## config.mk

```make
export PLATFORM = sky130hd
export DESIGN_NAME = row_nic_scheduler
export DESIGN_NICKNAME = d
export VERILOG_FILES = /design/src/rtl/row_sched_pkg.sv /design/src/rtl/row_sched_tx_slots.sv /design/src/rtl/row_nic_scheduler.sv
export SDC_FILE = /design/constraint.sdc
export NUM_CORES = 1
export LEC_CHECK = 0
export ABC_AREA = 1
export CAP_MARGIN = 20
export CORE_AREA = 8 8 253 255
export CTS_BUF_LIST = sky130_fd_sc_hd__clkbuf_8
export CTS_CLUSTER_SIZE = 20
export DETAILED_ROUTE_END_ITERATION = 8
export DIE_AREA = 0 0 261 263
export SKIP_CTS_REPAIR_TIMING = 1
export SLEW_MARGIN = 20
export SYNTH_ARGS = -nofsm -noshare
export SYNTH_HDL_FRONTEND = slang
export SYNTH_SLANG_ARGS = --single-unit
```

## constraint.sdc

```tcl
create_clock -name clk -period 3.05 [get_ports clk]
set_input_delay 0.61 -clock clk [delete_from_list [all_inputs] [get_ports clk]]
set_output_delay 0.61 -clock clk [all_outputs]
set_load 0.01 [all_outputs]
```

## src/rtl/row_sched_pkg.sv

```systemverilog
// Shared types for the row NIC scheduler: FSM state encoding and NIC register map.
package row_sched_pkg;

    typedef enum logic [2:0] {
        ISTAT,
        IBUF,
        RX_WAIT,
        OSTAT,
        OBUF
    } row_sched_state_e;

    localparam logic [1:0] NIC_A_IBUF  = 2'b00;
    localparam logic [1:0] NIC_A_ISTAT = 2'b01;
    localparam logic [1:0] NIC_A_OBUF  = 2'b10;
    localparam logic [1:0] NIC_A_OSTAT = 2'b11;

endpackage

```

## src/rtl/row_sched_tx_slots.sv

```systemverilog
// Four single-entry pending send slots, one per node of the row.
module row_sched_tx_slots
    import row_sched_pkg::*;
#(
    parameter int PACKET_WIDTH = 64
) (
    input  logic                         clk,
    input  logic                         reset,
    input  logic                         tx_valid,
    input  logic [1:0]                   tx_node,
    input  logic [PACKET_WIDTH-1:0]      tx_data,
    input  logic                         clr,
    input  logic [1:0]                   clr_node,
    output logic [3:0]                   pend_v,
    output logic [3:0][PACKET_WIDTH-1:0] pend_d,
    output logic                         tx_ready
);

    always_comb begin
        tx_ready = !pend_v[tx_node];
    end

    // tx_ready is low for a full slot, so a fill and a clear never hit the same node
    always_ff @(posedge clk) begin
        if (reset) begin
            pend_v <= '0;
            pend_d <= '0;
        end else begin
            if (clr) begin
                pend_v[clr_node] <= 1'b0;
            end
            if (tx_valid && tx_ready) begin
                pend_v[tx_node] <= 1'b1;
                pend_d[tx_node] <= tx_data;
            end
        end
    end

endmodule

```

## src/rtl/row_nic_scheduler.sv

```systemverilog
// Round-robin owner of the four NIC register ports in a mesh row.
// Optional statistics counters: define ROW_SCHED_STATS_EN.
module row_nic_scheduler
    import row_sched_pkg::*;
#(
    parameter int PACKET_WIDTH = 64,
    parameter int CNT_W        = 16
) (
    input  logic                      clk,
    input  logic                      reset,
    output logic [7:0]                addr,
    output logic [4*PACKET_WIDTH-1:0] d_in,
    input  logic [4*PACKET_WIDTH-1:0] d_out,
    output logic [3:0]                nicEn,
    output logic [3:0]                nicEnWR,
    input  logic                      tx_valid,
    output logic                      tx_ready,
    input  logic [1:0]                tx_node,
    input  logic [PACKET_WIDTH-1:0]   tx_data,
    output logic                      rx_valid,
    input  logic                      rx_ready,
    output logic [1:0]                rx_node,
    output logic [PACKET_WIDTH-1:0]   rx_data
`ifdef ROW_SCHED_STATS_EN
    ,
    output logic [CNT_W-1:0]          stat_tx_total,
    output logic [CNT_W-1:0]          stat_rx_total
`endif
);

    row_sched_state_e              state, next_state;
    logic [1:0]                    cur, next_cur;
    logic [PACKET_WIDTH-1:0]       cur_lane;
    logic                          clr;
    logic [3:0]                    pend_v;
    logic [3:0][PACKET_WIDTH-1:0]  pend_d;

    row_sched_tx_slots #(
        .PACKET_WIDTH(PACKET_WIDTH)
    ) u_tx_slots (
        .clk      (clk),
        .reset    (reset),
        .tx_valid (tx_valid),
        .tx_node  (tx_node),
        .tx_data  (tx_data),
        .clr      (clr),
        .clr_node (cur),
        .pend_v   (pend_v),
        .pend_d   (pend_d),
        .tx_ready (tx_ready)
    );

    always_comb begin
        cur_lane   = d_out[cur*PACKET_WIDTH +: PACKET_WIDTH];
        next_state = state;
        next_cur   = cur;
        nicEn      = '0;
        nicEnWR    = '0;
        addr       = '0;
        d_in       = '0;
        clr        = 1'b0;
        // bus outputs are forced idle throughout the reset cycle
        if (!reset) begin
            unique case (state)
                ISTAT: begin
                    nicEn[cur]              = 1'b1;
                    addr[{cur, 1'b0} +: 2]  = NIC_A_ISTAT;
                    if (cur_lane[0]) begin
                        next_state = IBUF;
                    end else if (pend_v[cur]) begin
                        next_state = OSTAT;
                    end else begin
                        next_cur   = cur + 2'd1;
                        next_state = ISTAT;
                    end
                end
                IBUF: begin
                    nicEn[cur]              = 1'b1;
                    addr[{cur, 1'b0} +: 2]  = NIC_A_IBUF;
                    next_state              = RX_WAIT;
                end
                RX_WAIT: begin
                    if (rx_valid && rx_ready) begin
                        if (pend_v[cur]) begin
                            next_state = OSTAT;
                        end else begin
                            next_cur   = cur + 2'd1;
                            next_state = ISTAT;
                        end
                    end
                end
                OSTAT: begin
                    nicEn[cur]              = 1'b1;
                    addr[{cur, 1'b0} +: 2]  = NIC_A_OSTAT;
                    if (cur_lane[0]) begin
                        next_cur   = cur + 2'd1;
                        next_state = ISTAT;
                    end else begin
                        next_state = OBUF;
                    end
                end
                OBUF: begin
                    nicEn[cur]                             = 1'b1;
                    nicEnWR[cur]                           = 1'b1;
                    addr[{cur, 1'b0} +: 2]                 = NIC_A_OBUF;
                    d_in[cur*PACKET_WIDTH +: PACKET_WIDTH] = pend_d[cur];
                    clr                                    = 1'b1;
                    next_cur                               = cur + 2'd1;
                    next_state                             = ISTAT;
                end
                default: begin
                    next_state = ISTAT;
                end
            endcase
        end
    end

    always_ff @(posedge clk) begin
        if (reset) begin
            state <= ISTAT;
            cur   <= '0;
        end else begin
            state <= next_state;
            cur   <= next_cur;
        end
    end

    always_ff @(posedge clk) begin
        if (reset) begin
            rx_valid <= 1'b0;
            rx_node  <= '0;
            rx_data  <= '0;
        end else if (state == IBUF) begin
            rx_valid <= 1'b1;
            rx_node  <= cur;
            rx_data  <= cur_lane;
        end else if (state == RX_WAIT && rx_ready) begin
            rx_valid <= 1'b0;
        end
    end

`ifdef ROW_SCHED_STATS_EN
    always_ff @(posedge clk) begin
        if (reset) begin
            stat_tx_total <= '0;
            stat_rx_total <= '0;
        end else begin
            if (state == OBUF) begin
                stat_tx_total <= stat_tx_total + CNT_W'(1);
            end
            if (state == IBUF) begin
                stat_rx_total <= stat_rx_total + CNT_W'(1);
            end
        end
    end
`else
    localparam int unused_cnt_w = CNT_W;
`endif

endmodule

```

# Word level (Yosys, flattened, before mapping)
# Index checks and enable logic that the tools add are counted.
[totals]
reg_bits = 332
latch_bits = 0
ram_bits = 0
romBits = 0
inputBits = 326
output_inout_bits = 340
n_memories = 0
[op_classes]
n_addsub = 3
mul = 0
div_mod_pow = 0
order_cmp = 4
n_eq_ne = 7
shift = 8
muxes = 38
n_bitwise = 8
reduce_logical = 11
[ops]
columns = ["op", "n"]
rows = [
  ["$mux W256", 2],
  ["$and A256 B256 Y256", 1],
  ["$bwmux W256", 1],
  ["$shift A64 B34 Y256 const A", 1],
  ["$shiftx A256 B9 Y64", 1],
  ["$shiftx A64 B34 Y256", 1],
  ["$bmux W64 S2", 1],
  ["$demux W64 S2", 1],
  ["$mux W64", 2],
  ["$neg A8 Y34", 1],
  ["$and A8 B8 Y8", 4],
  ["$pmux W8 S4", 1],
  ["$shiftx A2 B5 Y8 const A", 4],
  ["$mux W4", 7],
  ["$mux W2", 6],
  ["$pmux W3 S4", 1],
  ["$mux W1", 8],
  ["$mux W8", 1],
  ["$pmux W2 S4", 1],
  ["$shift A2 B5 Y8 const A", 1],
  ["$eq A3 B2 Y1 const B", 2],
  ["$lt A2 B3 Y1 const B", 2],
  ["$mux W3", 2],
  ["$ne A2 B2 Y1 const B", 3],
  ["other kinds (17)", 24],
]

# Longest topological paths before layout
# Gate-level depths: netlist of the first run.
[logic_depth]
word_depth = 10
ltp_mapped = 12
mapped_depth_nobuf = 10

# Modules after synthesis
# From an unflattened synthesis of the first run, not the netlist that was laid out.
[unflattened]
hier_cells = 3424
hier_area_um2 = 20774.9
[by_module_without_submodules]
columns = ["module", "n_inst", "cells_each", "area_per_inst_um2", "seq_area_each_um2"]
rows = [
  ["row_sched_tx_slots", 1, 1878, 11756.3, 5205.0],
  ["row_nic_scheduler", 1, 1546, 9018.6, 1441.4],
]

# Worst setup path after synthesis of the first run
# Ideal clock, no wire load.
[synth_path]
kind = "register -> output"
from = "reg cur[0]"
to = "out d_in[100]"
arrival_time_ns = 2.322
required_time_ns = 2.440
path_slack_ns = 0.118
path_stages_with_launch = 12
n_path_buf = 6
path_cell_list = "dfxtp_1 > buf_4 > inv_2 > buf_4 > buf_2 > ha_1 > clkbuf_1 > inv_2 > clkbuf_1 > clkbuf_1 > nand4_1 > nor2_1"
[synth_between]
elab_chain_len = 6
word_cells_on_any_way = 8
[synth_lines]
columns = ["item", "line", "source"]
rows = [
  ["from (decl)", "row_nic_scheduler.sv:32", "logic [1:0] cur, next_cur;"],
  ["from (signal assigned)", "row_nic_scheduler.sv:124", "cur <= next_cur;"],
  ["parallel branches: the longest is 3 deep, another holds $neg A8 Y34", "--", ""],
  ["$and A256 B256 Y256 (no source line) (*)", "--", ""],
  ["$mux W256 (*)", "row_nic_scheduler.sv:64", "unique case (state)"],
  ["$mux W256 (*)", "row_nic_scheduler.sv:63", "if (!reset) begin"],
  ["to (decl)", "row_nic_scheduler.sv:12", "output logic [4*PACKET_WIDTH-1:0] d_in,"],
]
# Every way passes the cells marked *. The select of a mux whose other input is x is not followed.

# Worst setup path in the final report of the first run
[layout_path]
from = "reg cur[0]"
to = "out d_in[2]"
# Same word-level chain as after synthesis.

==> results.md, run 1 <==
CTS:
- The clock root buffer is clkbuf_8.
- For the worst-skew pair, the clock arrives at the later sink with an insertion delay of 0.65 ns.
- The number of CTS-inserted buffers is 60.
- No sink is reached through more buffers than the 3 on the longest clock path.
- The clock transition at the registers of the reported paths is ~0.07 ns.
- The TritonCTS clock tree is yes.
- The level count of the clock H-tree is 2.
- The number of sinks handled by clock tree synthesis is between 300 and 400.

Finish:
- In the final design database the tool counted 3832 nets.
- The final non-filler cell total is 4331.
- The filler cells instantiated in the layout total ~6200.
- The utilization after layout is between 40 and 50%.
- Summing all multi-input logic gate instances after layout gives 10300 sq um.
- The layout cell share with drive strength beyond 1 is around 12%.
- The area growth from synthesis to final layout is 51.1%.
- In the final layout, flip-flops and latches occupy between 6000 and 7000 sq um.

Detailed routing:
- The residual antenna-violating net count after detailed routing is 0.
- The violation count after the first detailed-routing iteration is 1647.
- Using the TritonRoute via totals, the vias-per-cell ratio works out to 5.09.
- Across all layers, the routed design uses 22100 vias.
- Wires add up to between 90000 and 100000 microns.
- In the final routed layout, each cell accounts on average for 21.0 microns.
- For this run, design rule violations remaining after detail routing come to 0.
- The iteration count of the initial detailed-routing pass is 5.

Synthesis:
- In this run, synthesis produced a sequential element count of ~330.
- In this run, distinct cell masters in the synthesized netlist total 24.
- The xor and xnor fraction of the mapped netlist area is 0%.
- Sequential cells were found to cover between 30% and 40% of the synthesized design area.
- The average instance in the mapped netlist occupies around 6.3 sq um.
- For this run, the number of Yosys warnings is 0.
- The most instantiated library cell after synthesis is nor2_1.
- Yosys attributes the largest share of cell area to dfxtp_1 36%, nor2_1 12%, nand2_1 10%, o21ai_0 8.6%, a21oi_1 7.2%.
- Synthesis produced 2911 cells.
- The mux cell area share after synthesis is 0%.
- The commonest cells after synthesis are 599 x nor2_1, 494 x nand2_1, 332 x dfxtp_1.
- After Yosys synthesis, and, or, nand and nor cells account for 31.8% of the synthesized area.
- After synthesis, the share of flip-flops with an asynchronous set or reset is 0%.
- Yosys mapped a number of flops with a built-in enable equal to 0.
- The area share of fa/ha/maj cells after synthesis is less than 1%.
- The synthesized netlist devotes 20.9% of its cell area to compound gates.
- The post-synthesis cell type with the largest combined area is dfxtp_1.
- The combinational family with the most area after synthesis is simple AND/OR/NAND/NOR gates.
- The most used flip-flop cell after synthesis is dfxtp_1.
- The post-synth net total is roughly 3200.
- The synthesized netlist occupies a cell area of 18400 sq um.
- Of the post-synthesis cell area, the dominant cell type holds between 30% and 40%.

Timing:
- Setup violations remaining at the end of the flow were counted as between 200 and 300.
- Setup repair after global routing could not meet its margin everywhere.
- The count of final hold-check violations is 0.
- In this run the tightest slew margin relative to its limit is 27.9%.
- Summed over all failing endpoints, the final setup total negative slack is -77.04 ns.
- The slew at the pin closest to its max-slew limit is 1.08 ns.
- The count of pins over their slew limit came to 0.
- The final period demand of the worst path is roughly 3.6 ns.
- On the final layout, the worst hold slack is around 0.32 ns.
- For this run, the top clock speed supported by timing is ~280 MHz.
- The maximum clock skew at final layout is between 0.04 and 0.05 ns.
- Across all setup checks in the final design, the least slack found is -0.544 ns.
- The worst path uses 118% of the clock period.

Die:
- In this run the vertical extent of the chip is around 260 microns.
- Once the floorplan was initialized, standard cells occupied between 30% and 40% of the core.
- The number of core rows is 90.
- The region available for standard cell placement spans 59900 sq um.
- The area of the die is 68600 sq um.
- The floorplan step set the die width to approximately 260 microns.
- The number of ports placed on the die boundary is about 670.

Pwr:
- Power spread over the standard cell area amounts to around 600 nW/um^2.
- Sequential cells account for between 30% and 40% of the total power.
- Power comes to 16700 uW.
- Across the VDD grid, the largest voltage drop is ~0.64 mV.
- The switching power is ~7000 uW.
- The net switching fraction of the power is between 40% and 50%.
- The clock power share is between 20% and 30%.
- The combinational group share of total power is about 45%.
- The internal portion of the total power is approximately 9700 uW.
- For this design the static power due to leakage is approximately 0.012 uW.

Setup path:
- The start of the worst register-to-register path is cur[0]$_SDFFE_PP0P_.
- Along the worst path, the maximum fanout reaches 7.
- The setup path with the least slack is of type flip-flop to primary output.
- For the worst flop-to-flop path, the logic depth is 11.
- For the worst setup path, the data required time is about 2.4 ns.
- The type of element capturing the critical path is a primary output.
- The worst register-to-register path ends at cur[1]$_SDFFE_PP0P_.
- Data on the critical path arrives at its endpoint at approximately 3.0 ns.
- The launching element type of the critical path is a flip-flop.
- The setup check on the worst reg-to-reg path leaves a slack of approximately 0.41 ns.

Global routing:
- The global router's overall resource usage is 23.8%.
- The overflow left after global routing is 0.
- The routing usage on met3 is ~6.2%.
- The initial antenna violation count is 12.
- The number of global-route vias before repair is between 20000 and 25000.
- For this run, global-route usage on met2 was measured as around 40%.
- The first global-routing pass estimated 129000 microns of wire.
- The pin count of the biggest net entering global routing is about 140.
- The global routing met1 resource utilization is between 30% and 40%.
- The busiest metal layer after global routing is met2.

Place:
- Once detailed placement completed, the half-perimeter wirelength came to around 60000 microns.
- Once placement completed, the tool counted placed cells totaling about 4200.
- Input and output buffers added on the ports amount to roughly 670.
- The weighted congestion reported at the end of routability-driven placement is ~0.85.

Min path:
- The worst min-delay path startpoint is reset.
- The path with the worst hold slack has its endpoint at cur[0]$_SDFFE_PP0P_.
- The worst hold path cell count is 4.
- In this run the worst hold path is classified as primary input to flip-flop.

Run status:
- The final reports fail on setup timing.
- The run finished, with violations left.

Job:
- Max-cap violations in this run came to 0.
[metrics by stage]
stage	area [sq um]	worst slack (ns)
detailed placement	25900	0.0811
global route	27700	-0.657
floorplan	18400	0.118
finish	27800	-0.544
CTS	27100	-0.678
global placement	25900	0.0535
[flip-flops by register name, indices dropped and copies added (netlist names)]
name	cells
cur	2
rx_data	64
rx_node	2
rx_valid	1
state	3
u_tx_slots.pend_d	256
u_tx_slots.pend_v	4
[worst max-delay path, stage by stage, from the launching register on]
cell and delay [ns]:
dfxtp_4 0.38, buf_12 0.13, inv_8 0.07, ha_4 0.22
nor3_1 0.22, buf_4 0.16, nand3_4 0.18, nor2_1 0.26
buf_4 0.15, clkdlybuf4s50_1 0.54
[worst max path at each step]
stage                        start         to  slack [ns]  depth (start not counted)
6_report       cur[0]$_SDFFE_PP0P_    d_in[2]       -0.54                          9
5_1_grt        cur[0]$_SDFFE_PP0P_  d_in[161]       -0.66                          9
4_1_cts        cur[0]$_SDFFE_PP0P_  d_in[189]       -0.68                          9
3_5_place_dp   cur[0]$_SDFFE_PP0P_  d_in[189]        0.08                          9
3_3_place_gp   cur[0]$_SDFFE_PP0P_  d_in[189]        0.05                          9
2_1_floorplan  cur[0]$_SDFFE_PP0P_  d_in[100]        0.12                         11
[area by class of cell]
cell class / count / area share [%]
clock inverters: 33 / 0.537
flip-flops and latches: 332 / 24.0
diodes: 8 / 0.0721
clock buffers: 72 / 3.57
multi-input cells: 2103 / 37.2
repair buffers: 793 / 28.2
well taps: 782 / 3.53
inverters: 208 / 2.88
[layout by cell type (no fill, tap or decap), drive strengths merged]
cell type,count
inv,233
dfxtp,332
clkinv,7
buf,204
dlymetal6s2s,11
diode,8
nand2,494
a21oi,266
nand4,193
clkdlybuf4s50,534
nand3,16
o21ai,326
nor4,1
o21bai,64
nor3,69
clkbuf,116
nor2,602
o22ai,63
ha,8
nor3b,1
clkinvlp,1
[power by group through the flow]
stage,sequential (uW),combinational (uW),clock [uW]
2_1_floorplan,5410,3740,0
3_3_place_gp,5270,7130,0
3_5_place_dp,5270,7110,0
4_1_cts,5200,7140,4160
5_1_grt,5270,8150,4360
6_report,5210,7460,4050
[cells by family (layout without fill, tap and decap cells)]
logic type / after synthesis / count (layout)
AOI/OAI and AO/OA: 719 / 719
and+or+nand+nor: 1376 / 1376
adders and majority gates: 8 / 8
DFF: 332 / 332
buffers and inverters: 476 / 1106
other: 0 / 8
[per-layer routing]
layer	routed length (microns)	up-vias
met1	37900	10300
met2	43100	864
met3	7880	115
met4	1910	8
met5	46	-
li1	-	10800
No activity file was read; power rests on OpenSTA's default activity.
==> run 2: changes to the inputs <==
- CORE_AREA: 8 8 253 255 -> 8 8 255 257
- DIE_AREA: 0 0 261 263 -> 0 0 263 265
- HOLD_SLACK_MARGIN: default -> 0.03
- PLACE_DENSITY: default -> 0.64
- SYNTH_HIERARCHICAL: default -> 1
==> results.md, run 2 <==
Detailed routing:
- In the final routed layout, each cell accounts on average for 19.9 microns.
- The first detailed-routing pass ran for 6 iterations.
- In the routed design, unresolved DRC markers number 0.
- The count of vias placed by the detailed router is approximately 24000.
- Using the TritonRoute via totals, the vias-per-cell ratio works out to approximately 4.9.
- The total wire length is about 100000 microns.
- The violation count after the first detailed-routing iteration is around 2300.
- The residual antenna-violating net count after detailed routing is 0.

CTS:
- Clock-pin slew was measured on the worst setup and hold paths at around 0.06 ns.
- The tree is rooted in a clkbuf_8.
- CTS saw about 330 sinks.
- The clock passes through at most 3 buffers.
- In this run the number of H-tree levels came out at 2.
- The number of CTS-inserted buffers is about 60.
- The TritonCTS clock tree is yes.
- The clock latency on the worst-skew pair is approximately 0.65 ns.

Timing:
- The final setup violation count is roughly 150.
- Measured against its own limit, the worst slew margin works out to about half.
- The maximum clock skew at final layout is approximately 0.01 ns.
- At the pin with the least slew margin, the transition time is 0.763 ns.
- The count of pins over their slew limit is 0.
- Setup repair after global routing could not meet its margin everywhere.
- The maximum clock frequency is 315 MHz.
- The count of final hold-check violations is 0.
- The post-route worst setup slack is -0.128 ns.
- The fraction of the cycle the final worst path needs is 104%.
- The final period demand of the worst path is 3.18 ns.

Synthesis:
- The most used flip-flop cell after synthesis is dfxtp_1.
- The sequential fraction of the synthesis area is 32.0%.
- The most common cell in the synthesized netlist is nor2_1.
- Sorting the synthesized cells by area gives the leading types as dfxtp_1 32%, nor2_1 17%, nand2_1 11%, inv_1 9.4%, o21ai_0 7.7%.
- Of the total synthesized cell area, the portion taken by AND, OR, NAND and NOR gates is 35.9%.
- The number of different library cells used by synthesis comes to 35.
- The post-synthesis instance area is 20800 sq um.
- In the synthesized netlist, the cells that appear most often are 917 x nor2_1, 608 x nand2_1, 522 x inv_1.
- For this run, the number of Yosys warnings is 6.
- In this run the biggest area consumer among cell types represents between 30% and 40% of the synthesized area.
- Measured against the total synthesized area, the mux share comes to 0%.
- Summing the areas of all compound-gate instances in the mapped netlist gives ~15% of the synthesized area.
- Yosys mapped a number of flops with a built-in enable equal to 0.
- After synthesis, the mean cell area works out to 6.07 sq um.
- The combinational family with the most area after synthesis is simple AND/OR/NAND/NOR gates.
- The cell count after synthesis is 3424.
- The xor and xnor fraction of the mapped netlist area is 0%.
- The area share of fa/ha/maj cells after synthesis is 0.301%.
- When the netlist entered floorplanning its net count stood at roughly 3800.
- The post-synthesis cell type with the largest combined area is dfxtp_1.
- The fraction of registers with async set or reset after synthesis is 0%.
- Synthesis inferred 332 register bits.

Die:
- The floorplan step defined a die boundary enclosing 69700 sq um.
- Row generation in the floorplan step produced 91 rows.
- Once the floorplan was initialized, standard cells occupied roughly a third of the core.
- The chip width is 263 microns.
- The y dimension of the die is roughly 270 microns.
- The area inside the core boundary is 61000 sq um.
- The number of ports placed on the die boundary is 666.

Pwr:
- The peak ir drop on the vdd network is roughly 0.45 mV.
- In this run the static leakage power is 0.0170 uW.
- The power density of the placed cells is about 660 nW/um^2.
- The total power after layout is 21500 uW.

Setup path:
- The arrival time reported for the critical path endpoint is ~2.6 ns.
- The critical path goes through buf_12 > buf_12 > buf_6 > clkbuf_16 > buf_4 > nor2_4 > o22a_1 > nor2_2 > nand2_2 > nor2_1 > buf_2.
- Of all nets on the critical path, the largest fanout is 7.
- The required time of the critical path is 2.44 ns.
- The type of element capturing the critical path is a primary output.
- For this run, the slowest stage of the critical path takes 0.45 ns.
- The cell with the largest stage delay on the worst path is dfxtp_4.
- The launching element type of the critical path is a flip-flop.
- Counting stages on the worst path, the most repeated cell is buf_12.
- The critical path class is flip-flop to primary output.

Finish:
- The final layout contains between 4000 and 5000 nets.
- The top cell types in the final layout, fill and taps aside, are 830 x nor2_1, 581 x nand2_1, 527 x inv_1.
- The finished cells cover between 30000 and 40000 sq um.
- The area growth from synthesis to final layout is 56.5%.
- In the final layout, the registers with the most flip-flops are u_tx_slots/pend_d: 256 flops, rx_data: 64 flops, u_tx_slots/pend_v: 4 flops.
- The number of flip-flops under the largest register name is approximately 260.
- The register with the most flip-flops is u_tx_slots/pend_d.
- The final non-filler cell total is about 5000.
- The layout cell share with drive strength beyond 1 is roughly a fifth.
- The most frequent standard cell in the layout excluding fill and tap cells is nor2_1.

Global routing:
- The pin count of the biggest net entering global routing is between 100 and 150.
- The wire length of the first global-routing pass is 134000 microns.
- The initial antenna violation count is 7.
- Global routing used 24.2% of the available tracks across all layers.
- The overflow left after global routing is 0.
- The number of global-route vias before repair is approximately 21000.

Place:
- Once detailed placement completed, the half-perimeter wirelength came to 63900 microns.
- The cell count after placement is 4747.
- At the placement stage, the worst setup path has a slack of -0.187 ns.
- In this run the tool buffered the top-level ports with between 600 and 700 buffer cells.
- The congestion estimate from routability-driven global placement came to between 0.8 and 0.9.
- Once placement finished, the instance area stood at 28500 sq um.

Run status:
- The checks that failed: setup timing.
- The flow ran to the end, but the final reports show violations.

Job:
- The max capacitance violation total is 0.

Min path:
- The classification of the worst-slack hold path is primary input to flip-flop.
[run 2: cell types whose count changed in the layout (fill, tap and decap cells not counted), moves of 52 or more]
cell / delta
dlymetal6s2s_1: +89
clkdlybuf4s50_1: -140
o21ai_0: -61
buf_4: +68
inv_1: +305
nor2_1: +255
nand2_1: +92
nand4_1: -58
buf_6: +52
a21oi_1: -255
buf_2: +60
[run 2: cell families after synthesis]
group                    count (synthesis)
AND/OR/NAND/NOR                       1759
AO/OA/AOI/OAI                          526
adder cells (fa/ha/maj)                  5
buffers and inverters                  802
flip-flops                             332
[run 2: worst paths after layout]
| path | start | endpoint | slack [ns] | depth (start not counted) |
|---|---|---|---|---|
| worst max-delay path | cur[0]$_SDFFE_PP0P_ | d_in[197] | -0.13 | 11 |
| worst min-delay path | tx_valid | u_tx_slots/pend_d[188]$_SDFFE_PP0P_ | 0.38 | 4 |
| worst max register to register | cur[0]$_SDFFE_PP0P_ | rx_data[45]$_SDFFE_PP0N_ | 0.71 | 12 |
| worst min register to register | rx_valid$_SDFFE_PP0P_ | rx_valid$_SDFFE_PP0P_ | 0.49 | 2 |
[run 2: worst max-delay path: cells and delay by family, from the launching register on]
kind	cells	cell delay [ns]
DFF	1	0.45
AOI/OAI and AO/OA	1	0.21
buffers and inverters	6	0.80
and+or+nand+nor	4	0.44
[run 2: metal layers]
| metal | vias to the layer above | wire, microns | global-route usage, % |
|---|---|---|---|
| met5 | - | 10 | 0 |
| met3 | 139 | 9250 | 6.16 |
| met2 | 1034 | 45800 | 39.3 |
| met1 | 11100 | 42400 | 31.9 |
| li1 | 12100 | - | - |
| met4 | 2 | 2520 | 6.22 |
[run 2: stage by stage]
| stage | util (%) | hold WS [ns] | TNS, ns |
|---|---|---|---|
| finish | 53.3 | 0.385 | -8.61 |
| global route | 53.3 | 0.375 | -26.77 |
| CTS | 48.8 | 0.325 | -133.77 |
| detailed placement | 46.7 | 0.479 | -22.93 |
| global placement | 46.7 | 0.478 | -18.93 |
| floorplan | - | 0.461 | 0 |
[run 2: layout make-up]
type	instances	area, sq um
timing repair inverter	1	16.3
tap	790	988
multi-input combinational	2290	11500
inverter	535	2040
antenna	7	17.5
fill	5926	28500
clock inverter	23	139
clock buffer	83	1140
timing repair buffer	958	10000
sequential	332	6660
[run 2: power by group]
part	switching (uW)	internal (uW)
logic	6390	5300
clock network	2040	2490
registers	379	4940
total	8810	12700
